$ cat src/rtl/uart_rx.sv
// uart_rx: 8N1 serial receiver with 16x oversampling.
// A free-running baud-tick generator divides clk down to OVERSAMPLE ticks per bit.
// Each frame is sampled at mid-bit and delivered LSB-first. A good frame gives a
// one-clk o_rx_done pulse. A bad stop bit gives a one-clk o_frame_err pulse instead.
//
// Ports:
//   clk          in   1        system clock, rising edge
//   i_rst        in   1        asynchronous, active-high reset
//   i_rx         in   1        asynchronous serial line, idle high
//   o_rx_data    out  NB_DATA  last correctly framed byte, held until the next good frame
//   o_rx_done    out  1        one-clk strobe; o_rx_data is valid on the same cycle
//   o_frame_err  out  1        one-clk strobe when the stop bit is sampled low
module uart_rx #(
  parameter int NB_DATA    = 8,
  parameter int NB_STOP    = 16,
  parameter int CLK_FREQ   = 50_000_000,
  parameter int BAUD_RATE  = 9600,
  parameter int OVERSAMPLE = 16
) (
  input  logic               clk,
  input  logic               i_rst,
  input  logic               i_rx,
  output logic [NB_DATA-1:0] o_rx_data,
  output logic               o_rx_done,
  output logic               o_frame_err
);

  localparam int DIV   = CLK_FREQ / (BAUD_RATE * OVERSAMPLE);
  localparam int TW    = $clog2(DIV);
  localparam int SMAX  = (OVERSAMPLE > NB_STOP) ? OVERSAMPLE : NB_STOP;
  localparam int SW    = (SMAX > 1) ? $clog2(SMAX) : 1;
  localparam int NW    = (NB_DATA > 1) ? $clog2(NB_DATA) : 1;

  localparam logic [TW-1:0] TICK_LAST = TW'(DIV - 1);
  localparam logic [SW-1:0] MID       = SW'(OVERSAMPLE / 2 - 1);
  localparam logic [SW-1:0] BIT_LAST  = SW'(OVERSAMPLE - 1);
  localparam logic [SW-1:0] STOP_LAST = SW'(NB_STOP - 1);
  localparam logic [NW-1:0] DATA_LAST = NW'(NB_DATA - 1);

  typedef enum logic [2:0] {IDLE, START, DATA, STOP, BREAK} state_t;

  state_t               state;
  logic                 rx_meta;
  logic                 rx_s;
  logic [TW-1:0]        tick_cnt;
  logic                 tick;
  logic [SW-1:0]        s_cnt;
  logic [NW-1:0]        n_cnt;
  logic [NB_DATA-1:0]   shift;

  // Two-flop synchroniser. It resets to the idle line level, so a reset never
  // looks like a start bit.
  always_ff @(posedge clk or posedge i_rst) begin
    if (i_rst) begin
      rx_meta <= 1'b1;
      rx_s    <= 1'b1;
    end else begin
      // NOTE: use non-blocking assignments so that rx_s takes the old rx_meta.
      // This keeps the two register stages.
      rx_meta <= i_rx;
      rx_s    <= rx_meta;
    end
  end

  // The baud tick runs free. It is never realigned to a frame, so a sample
  // point can be off by up to one tick.
  always_ff @(posedge clk or posedge i_rst) begin
    if (i_rst) begin
      tick_cnt <= '0;
    end else if (tick) begin
      tick_cnt <= '0;
    end else begin
      tick_cnt <= tick_cnt + 1'b1;
    end
  end

  assign tick = (tick_cnt == TICK_LAST);

  // Receive FSM. The strobes are registered and default low, so each one is
  // high for exactly one clk.
  always_ff @(posedge clk or posedge i_rst) begin
    if (i_rst) begin
      state       <= IDLE;
      s_cnt       <= '0;
      n_cnt       <= '0;
      shift       <= '0;
      o_rx_data   <= '0;
      o_rx_done   <= 1'b0;
      o_frame_err <= 1'b0;
    end else begin
      o_rx_done   <= 1'b0;
      o_frame_err <= 1'b0;
      unique case (state)
        IDLE: begin
          if (!rx_s) begin
            state <= START;
            s_cnt <= '0;
          end
        end
        START: begin
          if (tick) begin
            if (s_cnt == MID) begin
              // The line is checked again at mid start bit. If it is high, the
              // low level was a glitch and is dropped.
              s_cnt <= '0;
              n_cnt <= '0;
              state <= rx_s ? IDLE : DATA;
            end else begin
              s_cnt <= s_cnt + 1'b1;
            end
          end
        end
        DATA: begin
          if (tick) begin
            if (s_cnt == BIT_LAST) begin
              shift <= {rx_s, shift[NB_DATA-1:1]};
              s_cnt <= '0;
              if (n_cnt == DATA_LAST) state <= STOP;
              else                    n_cnt <= n_cnt + 1'b1;
            end else begin
              s_cnt <= s_cnt + 1'b1;
            end
          end
        end
        STOP: begin
          if (tick) begin
            if (s_cnt == STOP_LAST) begin
              s_cnt <= '0;
              if (rx_s) begin
                o_rx_data <= shift;
                o_rx_done <= 1'b1;
                state     <= IDLE;
              end else begin
                o_frame_err <= 1'b1;
                state       <= BREAK;
              end
            end else begin
              s_cnt <= s_cnt + 1'b1;
            end
          end
        end
        BREAK: begin
          // A held-low line gives only the single error above. Reception starts
          // again only after the line goes back to idle.
          if (rx_s) state <= IDLE;
        end
        default: state <= IDLE;
      endcase
    end
  end

endmodule

$ cat config.mk
export PLATFORM = sky130hd
export DESIGN_NAME = uart_rx
export DESIGN_NICKNAME = d
export VERILOG_FILES = /design/src/rtl/uart_rx.sv
export SDC_FILE = /design/constraint.sdc
export NUM_CORES = 1
export LEC_CHECK = 0
export ABC_CLOCK_PERIOD_IN_PS = 2100
export CAP_MARGIN = 20
export CELL_PAD_IN_SITES_DETAIL_PLACEMENT = 0
export CELL_PAD_IN_SITES_GLOBAL_PLACEMENT = 1
export CORE_MARGIN = 1.5
export CORE_UTILIZATION = 30
export DETAILED_ROUTE_END_ITERATION = 7
export GPL_TIMING_DRIVEN = 0
export PLACE_DENSITY = 0.58
export SLEW_MARGIN = 20
export SYNTH_ARGS = -nofsm -noshare
export SYNTH_HDL_FRONTEND = slang
export SYNTH_SLANG_ARGS = --single-unit
$ cat constraint.sdc
create_clock -name clk -period 2.1 [get_ports clk]
set_input_delay 0.315 -clock clk [delete_from_list [all_inputs] [get_ports clk]]
set_output_delay 0.315 -clock clk [all_outputs]
set_load 0.03 [all_outputs]
After elaboration in Yosys (flattened, before gate mapping)
Cells that the tools add are included.
{ "word_totals": {"register_bits": 39, "inputBits": 3, "elab_cells": 74} }
{ "classes": {"add_sub_neg": 3, "eq_ne": 19, "n_mux": 33, "n_reduce_logical": 9} }
{ "op_table": {"columns": ["cell", "n"], "rows": [
  ["3-bit two-way mux", 15],
  ["4-bit two-way mux", 5],
  ["2-bit inequality test, second input constant", 10],
  ["3-bit one-hot mux with 5 select lines", 1],
  ["4-bit one-hot mux with 3 select lines", 1],
  ["9-bit by 1-bit adder with 9-bit output, second input constant", 1],
  ["9-bit == test, second input constant", 1],
  ["9-bit two-way mux", 1],
  ["9-bit AND reduction", 1],
  ["1-bit two-way mux", 8],
  ["4-bit AND reduction", 2],
  ["3-bit by 2-bit == test with 1-bit output, second input constant", 2],
  ["3-bit == test, second input constant", 2],
  ["3-bit one-hot mux with 2 select lines", 1],
  ["6-bit AND reduction", 1],
  ["4-bit by 1-bit adder with 4-bit output, second input constant", 1],
  ["4-bit by 3-bit == test with 1-bit output, second input constant", 1],
  ["4-bit == test, second input constant", 1],
  ["3-bit by 1-bit adder with 3-bit output, second input constant", 1],
  ["3-bit by 1-bit == test with 1-bit output, second input constant", 1],
  ["3-bit zero test", 1],
  ["3-bit AND reduction", 1],
  ["3-bit nonzero test", 1],
  ["2-bit two-way mux", 1],
  ["other kinds (3)", 3]
]} }

Depth between registers and ports, before layout
Gate-level depths: netlist of run 1.
{ "depth": {"depth_word": 5, "mapped_depth": 7, "mapped_depth_nobuf": 6} }

Least setup slack after synthesis of run 1
No wires, ideal clock.
{ "synth_timing": {"kind": "reg-to-reg", "from": "reg tick_cnt[3]", "to": "reg shift[0]", "setup_time_ns": 0.125, "t_arrival_ns": 1.896, "path_slack_ns": 0.079, "path_stages_with_launch": 6, "path_buffers": 1, "synth_period_minus_slack_ns": 2.021, "path_cell_list": "dfrtp_1 > or4b_4 > nor3_4 > and4_4 > buf_12 > mux2_4"} }
{ "synth_between": {"elab_chain_len": 2} }
{ "synth_lines": {"columns": ["element", "line", "rtl"], "rows": [
  ["start: declaration", "45", "logic [TW-1:0] tick_cnt;"],
  ["start signal: assignment", "73", "tick_cnt <= tick_cnt + 1'b1;"],
  ["9-bit == test", "77", "assign tick = (tick_cnt == TICK_LAST);"],
  ["3-bit AND reduction (no line)", null, null],
  ["end signal: assignment", "116", "shift <= {rx_s, shift[NB_DATA-1:1]};"],
  ["end: declaration", "49", "logic [NB_DATA-1:0] shift;"]
]} }
Every way passes these cells.
A chain may end at the register's enable or synchronous reset.

Worst setup path after layout of run 1
{ "layout_timing": {"from": "reg tick_cnt[7]", "to": "reg shift[0]"} }
Same word-level chain as after synthesis.

==> reports/results.ini, run 1 <==
[run_status]
status=completed

[sta]
max_slew_margin=0.622
setup_viol=0
hold_viol_final=0
finClkSkew_ps=12.0
min_period_ps=2050
drv_slew=0
finalCritPeriodShare=0.976
worst_slack_ps=49.8
finalSetupTns_ps=0
fmax_mhz=488
rsz0062_at_grt=yes
worstMarginPinSlew_ps=567

[placed_design]
port_buffers=12
placed_area_um2=2130
gp_congestion=0.756
pre_cts_ws_ps=-64.8
hpwl_um=2560

[pwr]
ir_drop_v=0.000253
intPower_mw=0.993
seqPwrFrac=0.584
p_sw_mw=0.299
p_per_area_nw_per_um2=568
pwr-share-comb=0.022
swShare=0.231
p_leak_nw=1.02
power.share.clock=0.395

[global_route]
grt_overflow_total=0
met3_usage=0.0363
antenna_found_initial=0
busiest_layer=met2
grt_use_met2=0.201
gr-usage-all-layers=0.124
grt_pass1_vias=1272
grt_use_met1=0.156
grt_max_degree=32
grt_pass1_wl_um=6190

[critical_path]
rr_worst_depth=5
r2r-start=tick_cnt[7]
cp_max_fo=8
r2r-end=shift[0]
cp.required_ps=2280
cp.arrival_ps=2230
start_kind=flop
regToRegSetupSlack_ps=50
end_kind=flop
crit_type=reg2reg

[clocking]
cts_made_buffers=5
cts_root_buffer=clkbuf_8
cts_buffer_depth=2
htreeDepth=2
worstSkewPairLatency_ps=300
cts_tree=yes
cts.hold.buffers_added=0
cts_sinks=39
clk_pin_slew_ps=80

[cells_and_area]
nNetsFinal=195
drive_above_1_share=0.250
diodes=0
areaGrowthSynthToFinish_pct=19.9
fin_area_um2=2270

[route]
num_vias=1321
drc=0
dr.pass1.iters=4
postRouteAntennaNets=0
vias_per_cell=5.02
wl_um=3710
drt_iter0_markers=88
wl_per_cell_um=14.1

[flow_run]
maxCapViolCount=0

[yosys]
synth_top_cell_area_share=0.488
yosysMostFrequentCell=dfrtp_1
synth-warning-count=0
synth-main-ff-cell=dfrtp_1
synthTopCellsByArea=dfrtp_1 (49%), mux2_4 (6.3%), mux2_2 (4.7%), ha_1 (3.3%), dfstp_2 (2.8%)
syn_avg_cell_area_um2=11.6
ys_top_cells_by_count=dfrtp_1 (37), inv_1 (10), nand2_1 (10)
async_reset_ff_frac=1.00
synth_edf_count=0
synth_cells=163
netlist_area_um2=1900
syn_nets=171
yosys.area.top_type=dfrtp_1
ys_ff_latch=39
yosysSeqAreaShare=0.516
synth.distinct_cells=45

[floorplanning]
rows=28
die_w_um=82.5
die_area_um2=6810
start_util=0.315
ios=13
core-area_um2=6030
die_h_um=82.5

[worst_hold_path]
hold_path_class=in2async

==> per-stage QoR <==
| step | power (mW) | util | hold WS (ps) | cells |
|---|---|---|---|---|
| global route | 1.36 | 0.377 | 277 | 263 |
| CTS | 1.32 | 0.371 | 268 | 260 |
| detailed placement | 0.798 | 0.354 | 349 | 251 |
| floorplan | 0.783 | - | 319 | 163 |
| finish | 1.29 | 0.377 | 268 | 263 |
| global placement | 0.792 | 0.350 | 348 | 250 |
==> sequential cells by signal (all words and copies together) (netlist names) <==
signal,cells
o_frame_err,1
n_cnt,3
rx_s,1
state,3
tick_cnt,9
rx_meta,1
o_rx_data,8
shift,8
o_rx_done,1
s_cnt,4
==> cell usage in the layout, fill, tap and decap left out, types with 4 or more instances in the layout <==
cell type        Yosys  routed
a21oi_1              4       4
a31oi_1              5       5
buf_4                0       5
clkbuf_1             6       4
clkbuf_8             0       5
clkdlybuf4s50_1      0      12
dfrtp_1             37      34
ha_1                 5       5
inv_1               10       9
mux2_2               8       8
mux2_4               8       8
nand2_1             10      10
nand3_1              6       6
nor2_1               8       8
nor3_1               4       4
xor2_1               4       4
==> power groups by stage <==
stage | registers (mW) | clock network, mW | logic [mW]
after global routing | 0.754 | 0.576 | 0.0320
after detailed placement | 0.769 | 0 | 0.0288
final | 0.754 | 0.510 | 0.0278
after global placement | 0.769 | 0 | 0.0233
after CTS | 0.754 | 0.535 | 0.0290
after floorplan | 0.769 | 0 | 0.0142
==> repair_timing <==
item	in CTS	in global routing
pin swaps	1	3
setup endpoints to repair	9	16
gates resized for setup	1	4
buffers inserted	1	4
cloned	0	1
hold endpoints to repair	0	0
==> routing by layer <==
layer  routed length [µm]  up-vias
li1                     -      629
met1                 1710      657
met2                 1790       28
met5                    0        -
met4                   60        0
met3                  145        7
==> worst max-delay path, cell delays in order, from the launching register on <==
cell     delay (ps)
dfrtp_2         430
or4b_4          560
nor3_4          240
and4_4          270
buf_12          130
mux2_4          300
==> area by class of cell <==
cell class | count | area, µm²
Inverter | 10 | 37.5
Sequential cell | 39 | 982
Timing Repair Buffer | 18 | 178
Fill cell | 596 | 3750
Buffer | 6 | 40.0
Multi-Input combinational cell | 107 | 855
Tap cell | 75 | 93.8
Clock buffer | 5 | 68.8
Clock inverter | 3 | 20.0
==> cells by family (layout without fill, tap and decap cells) <==
logic type	count (synthesis)	count (layout)	share of synthesized area
AOI/OAI and AO/OA	25	25	0.0871
xor gates and xnor gates	6	6	0.0277
adders and majority gates	5	5	0.0330
buffers and inverters	18	42	0.0449
DFF	39	39	0.516
muxes	19	19	0.127
and+or+nand+nor	51	52	0.165
==> worst max path at each step <==
stage                start            to  slack (ps)  cells past startpoint
2_1_floorplan  tick_cnt[3]      shift[0]          80                      5
3_3_place_gp   tick_cnt[3]      shift[3]         -30                      5
3_5_place_dp   tick_cnt[3]      shift[0]         -60                      5
4_1_cts           s_cnt[0]  o_rx_data[7]          20                      6
5_1_grt        tick_cnt[7]      shift[0]         -30                      5
6_report       tick_cnt[7]      shift[0]          50                      5
Note: power is estimated with default switching activity, not from simulation.
==> run 2, diff against run 1 <==
CTS_CLUSTER_DIAMETER = 50   (was unset)
PLACE_DENSITY = 0.54   (was 0.58)
==> reports/results.ini, run 2 (synthesis results as in run 1) <==
[run_status]
status=completed

[sta]
rsz0062_at_grt=no
setup_viol=0  ; unchanged
hold_viol_final=0  ; unchanged
worstMarginPinSlew_ps=548  ; -19.2 ps
fmax_mhz=498  ; +2.2%
finalCritPeriodShare=0.956  ; -0.0207
min_period_ps=2010  ; -43.4 ps
hold-worst-slack_ps=330  ; +61.6 ps
finClkSkew_ps=5.41  ; -6.62 ps
drv_slew=0  ; unchanged
max_slew_margin=0.635  ; +0.0128

[cells_and_area]
drive_above_1_share=0.217  ; -0.0326
fin_area_um2=2270  ; -0.11%
reg_top3=tick_cnt: 9 flops, o_rx_data: 8 flops, shift: 8 flops
nNetsFinal=191  ; -2.1%
final_core_util=0.377  ; -0.000416
n_fill_cell=612  ; +2.7%
instances_no_fill=259  ; -1.5%
diodes=0  ; unchanged
areaGrowthSynthToFinish_pct=19.8
largest-register=tick_cnt
largest_reg_flops=9  ; unchanged
final_cell_mix=dfrtp_1 (37), clkdlybuf4s50_1 (12), nand2_1 (10)
final_common_cell=dfrtp_1

[clocking]
cts_made_buffers=5  ; unchanged
cts_sinks=39  ; unchanged
cts.hold.buffers_added=0  ; unchanged
cts_root_buffer=clkbuf_8
cts_tree=yes
worstSkewPairLatency_ps=290  ; about the same
cts_buffer_depth=2  ; unchanged
clk_pin_slew_ps=80  ; about the same
htreeDepth=2  ; unchanged

[critical_path]
crit_type=reg2reg
end_kind=flop
cp.required_ps=2270  ; about the same
start_kind=flop
crit_slowest_cell=or4b_4
cp_max_fo=9  ; +1
critical-path-top-delay-family=simple AND/OR/NAND/NOR gates
cp.arrival_ps=2180  ; -50 ps
crit_buf_inv=1  ; unchanged
critPathMaxStageDelay_ps=580  ; +20 ps
path_cells=or4b_4 > nor3_4 > buf_4 > nand4_4 > mux2_2

[global_route]
grt_max_degree=25  ; -22%
grt_pass1_vias=1296  ; +1.9%
gr-usage-all-layers=0.120  ; -0.00350
grt_overflow_total=0  ; unchanged
antenna_found_initial=0  ; unchanged
grt_pass1_wl_um=6100  ; -1.5%

[flow_run]
maxCapViolCount=0  ; unchanged

[floorplanning]
core-area_um2=6030  ; unchanged
start_util=0.315  ; unchanged
ios=13  ; unchanged
die_h_um=82.5  ; unchanged
rows=28  ; unchanged
die_w_um=82.5  ; unchanged
die_area_um2=6810  ; unchanged

[placed_design]
gp_congestion=0.753  ; -0.29%
hpwl_um=2600  ; +1.4%
port_buffers=12  ; unchanged
placed_area_um2=2140  ; +0.35%
placedCellCount=251  ; unchanged

[pwr]
p_leak_nw=1.02  ; about the same
p_per_area_nw_per_um2=634  ; +12%
power.share.clock=0.456  ; +0.061
swShare=0.203  ; -0.0282
pwr-share-comb=0.021  ; about the same
seqPwrFrac=0.524  ; -0.060
p_sw_mw=0.293  ; -2.1%
intPower_mw=1.15  ; +16%
ir_drop_v=0.000266  ; +5.2%

[route]
wl_met3_um=103  ; -29%
postRouteAntennaNets=0  ; unchanged
drt_iter0_markers=52  ; -41%
dr.pass1.iters=4  ; unchanged
vias_per_cell=4.86  ; -3.2%
wl_met1_um=1780  ; +3.8%
wl_per_cell_um=14.3  ; +1.4%
drc=0  ; unchanged
wl_um=3700  ; -0.19%
num_vias=1259  ; -4.7%
met2WireLength_um=1790  ; -0.34%
highest_layer=met4

[worst_hold_path]
hold_path_class=in2async

[run 2: worst register-to-register path, delay by kind of cell (launching register included)]
kind,cells,cell delay [ps]
flip-flops,1,430
AND/OR/NAND/NOR,3,960
multiplexers,1,350
buffers and inverters,1,160
[run 2: metrics by stage]
step	setup slack (ps)	total power, mW	TNS, ps
detailed placement	-43.2	0.801	-282
floorplan	78.6	0.783	0
global route	0.607	1.49	0
finish	93.1	1.44	0
CTS	16.8	1.47	0
global placement	-33.9	0.793	-268
[run 2: area by class of cell]
| class | instances | area, µm² | share of cell area |
|---|---|---|---|
| Clock buffer | 6 | 82.6 | 0.0363 |
| Buffer | 6 | 40.0 | 0.0176 |
| Clock inverter | 2 | 35.0 | 0.0154 |
| Tap cell | 75 | 93.8 | 0.0413 |
| Multi-Input combinational cell | 106 | 842 | 0.371 |
| Timing Repair Buffer | 15 | 163 | 0.0716 |
| Sequential cell | 39 | 978 | 0.431 |
| Inverter | 10 | 37.5 | 0.0165 |
[run 2: repair_timing]
item	CTS	global route
gates resized for setup	1	1
endpoints found under the setup margin	10	14
setup buffers	2	0
pin swaps	1	0
[run 2: path summary, 6_finish.rpt]
check                       startpoint           end  slack (ps)  cells after the start
max reg2reg                tick_cnt[3]  o_rx_data[1]          90                      5
max                        tick_cnt[3]  o_rx_data[1]          90                      5
min reg2reg                    rx_meta          rx_s         360                      0
min in group clk               rx_meta          rx_s         360                      0
min                              i_rst   o_frame_err         330                      2
max in group asynchronous        i_rst          rx_s        1230                      3
[run 2: power groups by stage]
stage	Sequential [mW]	Combinational, mW	Clock (mW)
6_report	0.754	0.0296	0.657
5_1_grt	0.755	0.0335	0.705
4_1_cts	0.754	0.0314	0.686
3_5_place_dp	0.769	0.0315	0
3_3_place_gp	0.769	0.0242	0
2_1_floorplan	0.769	0.0142	0
[run 2: per-layer routing]
metal,track usage,vias up
met5,0,-
met4,0.0433,0
met3,0.0330,5
met2,0.203,14
met1,0.147,623
li1,-,617
==> run 3, diff against run 2 <==
--- a/config.mk
+++ b/config.mk
@@ -16,3 +16,3 @@
 export GPL_TIMING_DRIVEN = 0
-export PLACE_DENSITY = 0.54
+export PLACE_DENSITY = 0.66
 export SLEW_MARGIN = 20
--- a/constraint.sdc
+++ b/constraint.sdc
@@ -3,2 +3,2 @@
 set_output_delay 0.315 -clock clk [all_outputs]
-set_load 0.03 [all_outputs]
+set_load 0.1 [all_outputs]
==> reports/results.ini, run 3 (synthesis results as in run 1) <==
[cells_and_area]
n_fill_cell=607  ; -0.82%
reg_top3=tick_cnt: 9 flops, o_rx_data: 8 flops, shift: 8 flops
nNetsFinal=192  ; +0.52%
largest-register=tick_cnt
final_common_cell=dfrtp_1
instances_no_fill=260  ; +0.39%
drive_above_1_share=0.222  ; +0.00423
final_cell_mix=dfrtp_1 (36), nand2_1 (10), dlymetal6s2s_1 (10)
diodes=0  ; unchanged
register_area_um2=980  ; +0.13%
areaGrowthSynthToFinish_pct=19.7
largest_reg_flops=9  ; unchanged
multi_input_area_um2=842  ; unchanged

[sta]
hold_viol_final=0  ; unchanged
worst_slack_ps=74.7  ; -18.5 ps
finClkSkew_ps=8.89  ; +3.49 ps
worstMarginPinSlew_ps=971  ; +423 ps
rsz0062_at_grt=yes
max_slew_margin=0.352  ; -0.283
min_period_ps=2030  ; +18.5 ps
setup_viol=0  ; unchanged
finalCritPeriodShare=0.964  ; +0.00879
fmax_mhz=494  ; -0.91%
drv_slew=0  ; unchanged

[floorplanning]
die_area_um2=6810  ; unchanged
ios=13  ; unchanged
core-area_um2=6030  ; unchanged
rows=28  ; unchanged
die_h_um=82.5  ; unchanged
die_w_um=82.5  ; unchanged
start_util=0.315  ; unchanged

[worst_hold_path]
hold_path_class=in2async

[critical_path]
cp.arrival_ps=2200  ; +20 ps
start_kind=flop
critical-path-top-delay-family=simple AND/OR/NAND/NOR gates
cp.required_ps=2270  ; about the same
crit_buf_inv=1  ; unchanged
path_cells=or4b_4 > nor3_4 > buf_4 > nand4_4 > mux2_2
crit_slowest_cell=or4b_4
cp_max_fo=9  ; unchanged
crit_type=reg2reg
end_kind=flop
critPathMaxStageDelay_ps=590  ; about the same

[pwr]
p_leak_nw=1.19  ; +16%
ir_drop_v=0.000333  ; +25%
p_per_area_nw_per_um2=570  ; -10%

[placed_design]
placedCellCount=251  ; unchanged
pre_cts_ws_ps=-19.7  ; +23.5 ps
port_buffers=12  ; unchanged
hpwl_um=2400  ; -7.5%
gp_congestion=0.757  ; +0.49%

[global_route]
grt_overflow_total=0  ; unchanged
antenna_found_initial=0  ; unchanged
grt_pass1_wl_um=5980  ; -2.0%
grt_max_degree=29  ; +16%
gr-usage-all-layers=0.117  ; -0.00323
grt_pass1_vias=1274  ; -1.7%

[clocking]
cts_tree=yes
clk_pin_slew_ps=80  ; about the same
cts_made_buffers=5  ; unchanged
cts_sinks=39  ; unchanged
cts_buffer_depth=2  ; unchanged
htreeDepth=2  ; unchanged
cts_root_buffer=clkbuf_8
worstSkewPairLatency_ps=290  ; about the same

[route]
vias_per_cell=4.86  ; about the same
wl_per_cell_um=13.1  ; -8.2%
wl_um=3410  ; -7.9%
dr.pass1.iters=4  ; unchanged
drt_iter0_markers=52  ; unchanged
postRouteAntennaNets=0  ; unchanged
drc=0  ; unchanged
num_vias=1263  ; +0.32%

[flow_run]
maxCapViolCount=0  ; unchanged

[run_status]
status=completed

## run 3: cell types whose count changed in the layout (fill, tap and decap cells not counted), sizes merged
cell,previous run,this run
clkinvlp,0,2
clkdlybuf4s50,12,2
inv,10,11
bufinv,1,0
clkinv,1,0
dlymetal6s2s,0,10
## run 3: what timing repair did
action	4_1_cts	5_1_grt
resized for setup	0	13
hold endpoints to repair	0	0
buffers inserted	0	2
pin swaps	1	0
endpoints found under the setup margin	8	31
hold buffers	0	0
## run 3: stage by stage
stage | total power [mW] | TNS (ps) | hold WS [ps] | util | cell area, µm²
finish | 1.29 | 0 | 286 | 0.377 | 2270
global route | 1.35 | -59.7 | 325 | 0.377 | 2270
CTS | 1.32 | 0 | 285 | 0.369 | 2220
detailed placement | 0.797 | -138 | 351 | 0.354 | 2130
global placement | 0.793 | -238 | 350 | 0.350 | 2110
floorplan | 0.783 | 0 | 319 | - | 1900
## run 3: per-layer routing
layer  global-route usage  share of wire  vias to the layer above
met4               0.0400         0.0088                        0
li1                     -              -                      621
met2                0.182           0.44                       22
met3               0.0363          0.041                        2
met5                    0              0                        -
met1                0.154           0.51                      618
## run 3: power by group
part	switching (mW)	internal, mW
registers	0.000618	0.754
clock network	0.275	0.237
logic	0.0187	0.00800
total	0.294	0.999
## run 3: worst paths after layout
kind | start | endpoint | slack (ps) | cells after the start
hold / removal | i_rst | tick_cnt[7] | 290 | 2
hold reg to reg | rx_meta | rx_s | 360 | 0
setup / recovery | tick_cnt[3] | o_rx_data[1] | 70 | 5
setup reg to reg | tick_cnt[3] | o_rx_data[1] | 70 | 5
max in group asynchronous | i_rst | rx_s | 1310 | 3
min in group clk | rx_meta | rx_s | 360 | 0
## run 3: layout make-up
class / count / area share
clock inverters: 3 / 0.0105
well taps: 75 / 0.0413
inverters: 10 / 0.0165
plain buffers: 7 / 0.0193
repair buffers: 15 / 0.0794
flip-flops and latches: 39 / 0.432
multi-input cells: 106 / 0.371
clock buffers: 5 / 0.0303
